## src/rtl/spi_flash_responder.sv

```systemverilog
`default_nettype none
// ============================================================================
// Module : spi_flash_responder
// Desc   : SPI-flash stand-in (mode 0); answers READ, JEDEC ID and READ STATUS.
// Rev    : 1.0  initial release
// ============================================================================
module spi_flash_responder #(
    parameter int          ADDR_WIDTH = 16,
    parameter logic [23:0] JEDEC_ID   = 24'hEF4017
) (
    input  logic                  clk,
    input  logic                  reset,
    input  logic                  i_flash_sclk,
    input  logic                  i_flash_cs_n,
    input  logic                  i_flash_mosi,
    output logic                  o_flash_miso,
    output logic                  mem_rd_en,
    output logic [ADDR_WIDTH-1:0] mem_addr,
    input  logic [7:0]            mem_rdata,
    output logic                  busy
);

    localparam logic [2:0] c_st_idle   = 3'd0;
    localparam logic [2:0] c_st_cmd    = 3'd1;
    localparam logic [2:0] c_st_addr   = 3'd2;
    localparam logic [2:0] c_st_data   = 3'd3;
    localparam logic [2:0] c_st_id     = 3'd4;
    localparam logic [2:0] c_st_stat   = 3'd5;
    localparam logic [2:0] c_st_ignore = 3'd6;

    localparam logic [7:0] c_cmd_read   = 8'h03;
    localparam logic [7:0] c_cmd_jedec  = 8'h9F;
    localparam logic [7:0] c_cmd_status = 8'h05;

    localparam logic [ADDR_WIDTH-1:0] c_addr_one = ADDR_WIDTH'(1);

    // pipe[0]/[1] form the synchronizer, pipe[2] is the edge-detect delay
    logic [2:0]            r_sclk_pipe;
    logic [2:0]            r_cs_pipe;
    logic [1:0]            r_mosi_pipe;
    logic                  w_sclk_rise;
    logic                  w_sclk_fall;
    logic                  w_cs_rise;
    logic                  w_cs_fall;
    logic                  w_mosi;

    logic [2:0]            r_state;
    logic [2:0]            w_state_nxt;
    logic                  w_tx_active;
    logic                  w_busy;

    logic [2:0]            r_bit_cnt;
    logic [1:0]            r_byte_cnt;
    logic [6:0]            r_rx_shift;
    logic [7:0]            w_rx_byte;
    logic [ADDR_WIDTH-2:0] r_addr_shift;
    logic [ADDR_WIDTH-1:0] w_addr_full;
    logic                  w_cmd_done;
    logic                  w_addr_done;

    logic [7:0]            r_tx_shift;
    logic [7:0]            r_prefetch;
    logic [2:0]            r_tx_cnt;
    logic                  r_tx_hold;
    logic [1:0]            r_id_idx;
    logic [7:0]            w_id_byte;
    logic                  r_first_rd;
    logic                  r_rdata_vld;
    logic                  r_mem_rd_en;
    logic [ADDR_WIDTH-1:0] r_mem_addr;

    // cs_n chain resets low so a select already asserted at reset release is not seen as a fall
    always_ff @(posedge clk or posedge reset) begin
        if (reset) begin
            r_sclk_pipe <= 3'b000;
            r_cs_pipe   <= 3'b000;
            r_mosi_pipe <= 2'b00;
        end else begin
            r_sclk_pipe <= {r_sclk_pipe[1:0], i_flash_sclk};
            r_cs_pipe   <= {r_cs_pipe[1:0], i_flash_cs_n};
            r_mosi_pipe <= {r_mosi_pipe[0], i_flash_mosi};
        end
    end

    assign w_sclk_rise = r_sclk_pipe[1] & ~r_sclk_pipe[2];
    assign w_sclk_fall = ~r_sclk_pipe[1] & r_sclk_pipe[2];
    assign w_cs_rise   = r_cs_pipe[1] & ~r_cs_pipe[2];
    assign w_cs_fall   = ~r_cs_pipe[1] & r_cs_pipe[2];
    assign w_mosi      = r_mosi_pipe[1];

    assign w_rx_byte   = {r_rx_shift, w_mosi};
    assign w_addr_full = {r_addr_shift, w_mosi};
    assign w_cmd_done  = w_sclk_rise && (r_state == c_st_cmd) && (r_bit_cnt == 3'd7);
    assign w_addr_done = w_sclk_rise && (r_state == c_st_addr) && (r_bit_cnt == 3'd7)
                         && (r_byte_cnt == 2'd3);

    always_ff @(posedge clk or posedge reset) begin
        if (reset) begin
            r_state <= c_st_idle;
        end else begin
            r_state <= w_state_nxt;
        end
    end

    always_comb begin
        w_state_nxt = r_state;
        if (w_cs_rise) begin
            w_state_nxt = c_st_idle;
        end else begin
            case (r_state)
                c_st_idle: begin
                    if (w_cs_fall) w_state_nxt = c_st_cmd;
                end
                c_st_cmd: begin
                    if (w_cmd_done) begin
                        case (w_rx_byte)
                            c_cmd_read:   w_state_nxt = c_st_addr;
                            c_cmd_jedec:  w_state_nxt = c_st_id;
                            c_cmd_status: w_state_nxt = c_st_stat;
                            default:      w_state_nxt = c_st_ignore;
                        endcase
                    end
                end
                c_st_addr: begin
                    if (w_addr_done) w_state_nxt = c_st_data;
                end
                default: ;
            endcase
        end
    end

    always_comb begin
        w_tx_active = 1'b0;
        w_busy      = (r_state != c_st_idle);
        case (r_state)
            c_st_data, c_st_id, c_st_stat: w_tx_active = 1'b1;
            default: ;
        endcase
    end

    always_comb begin
        case (r_id_idx)
            2'd0:    w_id_byte = JEDEC_ID[23:16];
            2'd1:    w_id_byte = JEDEC_ID[15:8];
            default: w_id_byte = JEDEC_ID[7:0];
        endcase
    end

    always_ff @(posedge clk or posedge reset) begin
        if (reset) begin
            r_bit_cnt    <= 3'd0;
            r_byte_cnt   <= 2'd0;
            r_rx_shift   <= 7'd0;
            r_addr_shift <= '0;
            r_tx_shift   <= 8'd0;
            r_prefetch   <= 8'd0;
            r_tx_cnt     <= 3'd0;
            r_tx_hold    <= 1'b0;
            r_id_idx     <= 2'd0;
            r_first_rd   <= 1'b0;
            r_rdata_vld  <= 1'b0;
            r_mem_rd_en  <= 1'b0;
            r_mem_addr   <= '0;
        end else if (w_cs_rise) begin
            r_bit_cnt    <= 3'd0;
            r_byte_cnt   <= 2'd0;
            r_rx_shift   <= 7'd0;
            r_addr_shift <= '0;
            r_tx_shift   <= 8'd0;
            r_prefetch   <= 8'd0;
            r_tx_cnt     <= 3'd0;
            r_tx_hold    <= 1'b0;
            r_id_idx     <= 2'd0;
            r_first_rd   <= 1'b0;
            r_rdata_vld  <= 1'b0;
            r_mem_rd_en  <= 1'b0;
        end else begin
            r_mem_rd_en <= 1'b0;
            r_rdata_vld <= r_mem_rd_en;

            if ((r_state == c_st_idle) && w_cs_fall) begin
                r_bit_cnt  <= 3'd0;
                r_byte_cnt <= 2'd0;
            end

            if (w_sclk_rise && ((r_state == c_st_cmd) || (r_state == c_st_addr))) begin
                r_bit_cnt    <= r_bit_cnt + 3'd1;
                r_rx_shift   <= w_rx_byte[6:0];
                r_addr_shift <= w_addr_full[ADDR_WIDTH-2:0];
                if (r_bit_cnt == 3'd7) r_byte_cnt <= r_byte_cnt + 2'd1;
            end

            // The byte loaded here is already on MISO before the next fall, so that fall must not shift
            if (w_cmd_done) begin
                r_tx_cnt  <= 3'd0;
                r_tx_hold <= 1'b1;
                if (w_rx_byte == c_cmd_jedec) begin
                    r_tx_shift <= JEDEC_ID[23:16];
                    r_id_idx   <= 2'd1;
                end else begin
                    r_tx_shift <= 8'h00;
                end
            end

            if (w_addr_done) begin
                r_mem_rd_en <= 1'b1;
                r_mem_addr  <= w_addr_full;
                r_first_rd  <= 1'b1;
            end

            if (r_rdata_vld) begin
                if (r_first_rd) begin
                    r_tx_shift  <= mem_rdata;
                    r_first_rd  <= 1'b0;
                    r_tx_cnt    <= 3'd0;
                    r_tx_hold   <= 1'b1;
                    r_mem_rd_en <= 1'b1;
                    r_mem_addr  <= r_mem_addr + c_addr_one;
                end else begin
                    r_prefetch <= mem_rdata;
                end
            end

            if (w_sclk_fall && w_tx_active) begin
                if (r_tx_hold) begin
                    r_tx_hold <= 1'b0;
                end else if (r_tx_cnt == 3'd7) begin
                    r_tx_cnt <= 3'd0;
                    case (r_state)
                        c_st_data: begin
                            r_tx_shift  <= r_prefetch;
                            r_mem_rd_en <= 1'b1;
                            r_mem_addr  <= r_mem_addr + c_addr_one;
                        end
                        c_st_id: begin
                            r_tx_shift <= w_id_byte;
                            r_id_idx   <= (r_id_idx == 2'd2) ? 2'd0 : r_id_idx + 2'd1;
                        end
                        default: r_tx_shift <= 8'h00;
                    endcase
                end else begin
                    r_tx_shift <= {r_tx_shift[6:0], 1'b0};
                    r_tx_cnt   <= r_tx_cnt + 3'd1;
                end
            end
        end
    end

    assign o_flash_miso = w_tx_active & r_tx_shift[7];
    assign mem_rd_en    = r_mem_rd_en;
    assign mem_addr     = r_mem_addr;
    assign busy         = w_busy;

endmodule
`default_nettype wire

```

## config.mk

```make
export PLATFORM = sky130hd
export DESIGN_NAME = spi_flash_responder
export DESIGN_NICKNAME = d
export VERILOG_FILES = /design/src/rtl/spi_flash_responder.sv
export SDC_FILE = /design/constraint.sdc
export NUM_CORES = 1
export LEC_CHECK = 0
export ABC_AREA = 1
export BUFFER_PORTS_ARGS = -buffer_cell sky130_fd_sc_hd__buf_2
export CORE_ASPECT_RATIO = 1.5
export CORE_MARGIN = 2
export CORE_UTILIZATION = 55
export CTS_CLUSTER_SIZE = 28
export DETAILED_ROUTE_END_ITERATION = 7
export MAX_ROUTING_LAYER = met4
export PLACE_DENSITY = 0.83
export SETUP_SLACK_MARGIN = 0.3
export SYNTH_ARGS = -nofsm -noshare
export SYNTH_HDL_FRONTEND = slang
export SYNTH_SLANG_ARGS = --single-unit
```

## constraint.sdc

```tcl
create_clock -name clk -period 3.4 [get_ports clk]
set_input_delay 0.51 -clock clk [delete_from_list [all_inputs] [get_ports clk]]
set_output_delay 0.51 -clock clk [all_outputs]
set_load 0.005 [all_outputs]
```

-- Word level (Yosys, flattened, before mapping)
Index checks and enable logic that the tools add are counted.
W data, S select, Z words.
- bits in registers: 79
- bits of input ports: 13
- output and inout port bits: 19
- word-level logic and storage cells: 139
- $add $sub $neg: 5
- eq/ne operators: 17
- muxes and demuxes: 72
- bitwise logic cells: 9
- reduce and logical (&&, ||, !) cells: 19
- operators with widths (kind ; count):
    $mux W16 ; 7
    $mux W8 ; 11
    $mux W3 ; 14
    $pmux W8 S2 ; 2
    $mux W15 ; 2
    $mux W2 ; 12
    $mux W1 ; 20
    $pmux W3 S3 ; 2
    $add A16 B1 Y16 const B ; 1
    $mux W7 ; 2
    $eq A3 B3 Y1 const B ; 4
    $ne A3 B3 Y1 const B ; 3
    $eq A8 B2 Y1 const B ; 1
    $eq A8 B3 Y1 const B ; 1
    $eq A8 B8 Y1 const B ; 1
    $logic_and A1 B1 Y1 ; 8
    $add A3 B1 Y3 const B ; 2
    $eq A3 B2 Y1 const B ; 2
    $reduce_bool A3 Y1 ; 2
    $and A1 B1 Y1 ; 5
    $add A2 B1 Y2 const B ; 2
    $eq A2 B2 Y1 const B ; 2
    $not A1 Y1 ; 4
    $reduce_and A4 Y1 ; 1
    10 further kinds ; 11

-- Longest topological paths before layout
- word-level depth: 13
- mapped depth: 10
- mapped depth without buffers: 9

-- Least setup slack after synthesis
Ideal clock, no wire load.
- path kind: reg2reg
- from: reg r_tx_cnt[0]
- to: reg r_tx_shift[1]
- library setup time: 136 ps
- arrival time: 1453 ps
- data required time: 3264 ps
- setup slack: 1811 ps
- cell stages (with the launch flop): 8
- period minus slack after synthesis: 1589 ps
- cells stage by stage: dfrtp_1 ha_1 ha_1 clkbuf_1 clkbuf_1 o211ai_1 nand2_1 a21oi_1
- cells in the longest elaborated chain, start to end: 5
- RTL lines (what ; line ; text):
    start: declaration ; 63 ; logic [2:0] r_tx_cnt;
    start signal: assignment ; 243 ; r_tx_cnt <= r_tx_cnt + 3'd1;
    $eq A3 B3 Y1 ; 227 ; end else if (r_tx_cnt == 3'd7) begin
    $mux W8 ; 227 ;
    $mux W8 ; 225 ; if (r_tx_hold) begin
    $mux W8 ; 224 ; if (w_sclk_fall && w_tx_active) begin
    $mux W8 ; 164 ; end else if (w_cs_rise) begin
    end signal: assignment ; 231 ; r_tx_shift <= r_prefetch;
    end signal: assignment ; 236 ; r_tx_shift <= w_id_byte;
    end signal: assignment ; 242 ; r_tx_shift <= {r_tx_shift[6:0], 1'b0};
    end: declaration ; 61 ; logic [7:0] r_tx_shift;
Every way passes these cells.
A chain may end at the register's enable or synchronous reset.

-- Final worst setup path
- from: reg r_bit_cnt[0]
- to: reg r_state[0]
- cells in the longest elaborated chain, start to end: 5
- RTL lines (what ; line ; text):
    start: declaration ; 52 ; logic [2:0] r_bit_cnt;
    start signal: assignment ; 187 ; r_bit_cnt <= r_bit_cnt + 3'd1;
    $eq A3 B3 Y1 * ; 93, 94 ;
    $logic_and A1 B1 Y1 ; 94 ; assign w_addr_done = w_sclk_rise && (r_state == c_st_addr) && (r_bit_cnt == 3'd7)
    $logic_and A1 B1 Y1 ; 95 ; && (r_byte_cnt == 2'd3);
    $ne A3 B3 Y1 (no line) ; n/a ;
    $reduce_and A4 Y1 (no line) * ; n/a ;
    end signal: assignment ; 99 ; r_state <= c_st_idle;
    end signal: assignment ; 101 ; r_state <= w_state_nxt;
    end: declaration ; 47 ; logic [2:0] r_state;
Mark *: on every way between the ends. The rest lies on a longest branch, timed or not.

==> results.ini <==
[floorplan]
core_area_mm2 = 0.007515
die-width_um = 75.39
fp-row-count = 39
die_h_um = 111.1
die_area_mm2 = 0.008373
ios = 32
start_util_pct = 55.94

[yosys]
netlist.top_cell.by_area = dfrtp_1
synth_xor_area_share_pct = 0.8333
synthMuxAreaShare_pct = 0
syn_area_mm2 = 0.004204
syn_area_per_cell_um2 = 7.211
ys_warn_count = 0
synth-main-ff-cell = dfrtp_1
async_flop_share_pct = 100.0
synth_top_family_by_area = simple AND/OR/NAND/NOR gates
synth_top_area_share_pct = 42.86
ys_ff_latch = 72
synth_compound_area_share_pct = 10.77
syn_inst = 583
yosysSeqAreaShare_pct = 42.86
syn-num-nets = 604
synth.distinct_cells = 33
netlist_top_cells_area = dfrtp_1 43%, nand2_1 15%, nand3_1 7.3%
synth-simple-area-share_pct = 32.95
synth-edff-count = 0
yosys.area_share.adder_pct = 2.381

[final_layout]
layout-drive-gt1-share_pct = 12.34
insertedDiodeCount = 0
nets = 632
final_cell_mix = 172 x nand2_1, 77 x inv_1, 72 x dfrtp_1, 61 x nand3_1, 49 x nor2_1
syn2layout_area_growth_pct = 11.99
regArea_mm2 = 0.001802
fillers = 687
finalInstanceArea_mm2 = 0.004708
layout_commonest_cell = nand2_1
multi_input_area_mm2 = 0.001973

[cts]
cts_hold_buf = 0
cts_buffer_depth = 2
clk_latency_ps = 340
clkSinkCount = 72
numCtsBuffers = 9
cts.htree.levels = 3
cts_tree = done
ctsRootBufferMaster = clkbuf_16
cts_setup_buffers = 0
clk_pin_slew_ps = 60
post_cts_resize_count = 0

[timing]
timing.hold.ws_ps = 236.1
skew_ps = 6.178
period_minus_slack_ps = 2329
rsz0062_at_grt = false
period_share_pct = 68.51
setup_violations = 0
worstMarginPinSlew_ps = 511.8
slew_violations = 0
fmax_ghz = 0.4293
slew_headroom_pct = 65.79
final.setup.tns_ps = 0
hold_violations = 0

[setup_path]
worst_ep_arrival_time_ps = 2540
crit_chain = ha_1 -> ha_1 -> nand3_1 -> nor2_2 -> buf_4 -> nor3_1 -> nor2_1 -> o21ai_0
crit_required_ps = 3610
cp_max_fo = 19
cpPeakStageDelay_ps = 490
end_kind = flip-flop
cp-start-kind = flip-flop
crit_top_cell = ha_1
path_class = flip-flop to flip-flop
crit_slowest_cell = nor2_2

[grt]
grt_overflow = 0
grt_max_degree = 73
grt_first_pass_wirelength_um = 17320
antenna_found_initial = 0
grtUsageTotal_pct = 27.45
grt_pass1_vias = 3914

[place]
gp_congestion = 0.9198
dpl.hpwl_um = 7103
dpl-instance-area_mm2 = 0.004427
portBuffers = 31

[route]
wirelength_um = 10160
vias = 3942
drc_errors = 0
firstDrtPassIters = 5
drt_iter0_drc = 328
routedWlPerCell_um = 14.15
post_drt_via_cell_ratio = 5.490
ant_nets = 0

[pwr]
cellPowerDensity_mw_per_mm2 = 474.9
p_leak_nw = 2.401
irDropWorstVdd_mv = 0.3079

[status]
status = finished, final reports clean

[min_path]
min_path_type = primary input to async pin

[run]
maxCapViolCount = 0

## where the power goes
| group | switching (mW) | leakage [nW] | total [mW] | internal [mW] |
|---|---|---|---|---|
| registers | 0.0627 | 0.981 | 0.972 | 0.909 |
| clock network | 0.388 | 0.136 | 0.888 | 0.501 |
| logic | 0.257 | 1.28 | 0.376 | 0.120 |
## cell usage after synthesis (3+ instances only)
| master | count |
|---|---|
| buf_6 | 4 |
| o211ai_1 | 4 |
| nand2_2 | 6 |
| nand4_1 | 5 |
| xor2_1 | 3 |
| o22ai_1 | 3 |
| buf_2 | 6 |
| nor2_1 | 49 |
| a22oi_1 | 14 |
| o21ai_1 | 9 |
| inv_2 | 6 |
| nor2_2 | 4 |
| o21ai_0 | 32 |
| dfrtp_1 | 72 |
| clkbuf_1 | 7 |
| nand2_1 | 172 |
| ha_1 | 8 |
| a21oi_1 | 16 |
| inv_1 | 78 |
| nor3_1 | 9 |
| nand3_1 | 61 |
## worst max-delay path: cells and delay by family, from the launching register on
family	cells	cell delay [ps]
compound gates	1	130
simple gates	4	1070
buf+inv	1	310
flops	1	380
fa+ha+maj	2	310
## kinds of logic after synthesis
kind of cell | Yosys count
DFF | 72
buffers and inverters | 104
adders and majority gates | 8
and+or+nand+nor | 315
AOI/OAI and AO/OA | 80
xor gates and xnor gates | 4
## sequential cells by signal, indices dropped and copies added, names as in the netlist
signal / flops
r_first_rd: 1
r_tx_shift: 8
r_cs_pipe: 3
r_tx_hold: 1
r_addr_shift: 9
r_tx_cnt: 3
mem_addr: 16
r_rx_shift: 6
mem_rd_en: 1
r_byte_cnt: 2
r_rdata_vld: 1
r_sclk_pipe: 3
r_prefetch: 8
r_bit_cnt: 3
r_state: 3
r_id_idx: 2
r_mosi_pipe: 2
## cell type report
class / count / share of cell area, %
multi-input cells: 407 / 41.91
flip-flops and latches: 72 / 38.27
inverters: 85 / 6.777
clock buffers: 9 / 4.783
repair buffers: 36 / 4.358
well taps: 102 / 2.711
clock inverters: 7 / 1.196
## metal layers
metal,global-route usage [%],wire [um],up-vias
met5,-,0,-
met1,30.89,3894,1825
met4,15.67,503,0
li1,-,-,1917
met2,44.17,5209,152
met3,5.182,550,48
## through the flow
stage,utilization [%],total power [mW],worst slack [ps],instances
5_1_grt,62.65,2.354,775.5,718
6_report,62.65,2.236,1071,718
4_1_cts,62.65,2.252,1076,718
3_5_place_dp,58.91,1.360,1080,702
3_3_place_gp,58.91,1.345,1181,702
2_1_floorplan,-,1.269,1065,583
## final timing paths
kind	slack [ps]	from	depth (start not counted)	endpoint
worst min register to register	350	r_cs_pipe[0]	0	r_cs_pipe[1]
worst max register to register	1070	r_bit_cnt[0]	8	r_state[0]
worst min-delay path	240	reset	3	r_tx_cnt[2]
max in group asynchronous	2850	reset	3	mem_addr[9]
worst max-delay path	1070	r_bit_cnt[0]	8	r_state[0]
min in group clk	270	i_flash_cs_n	1	r_cs_pipe[0]
Note: power is estimated with default switching activity, not from simulation.
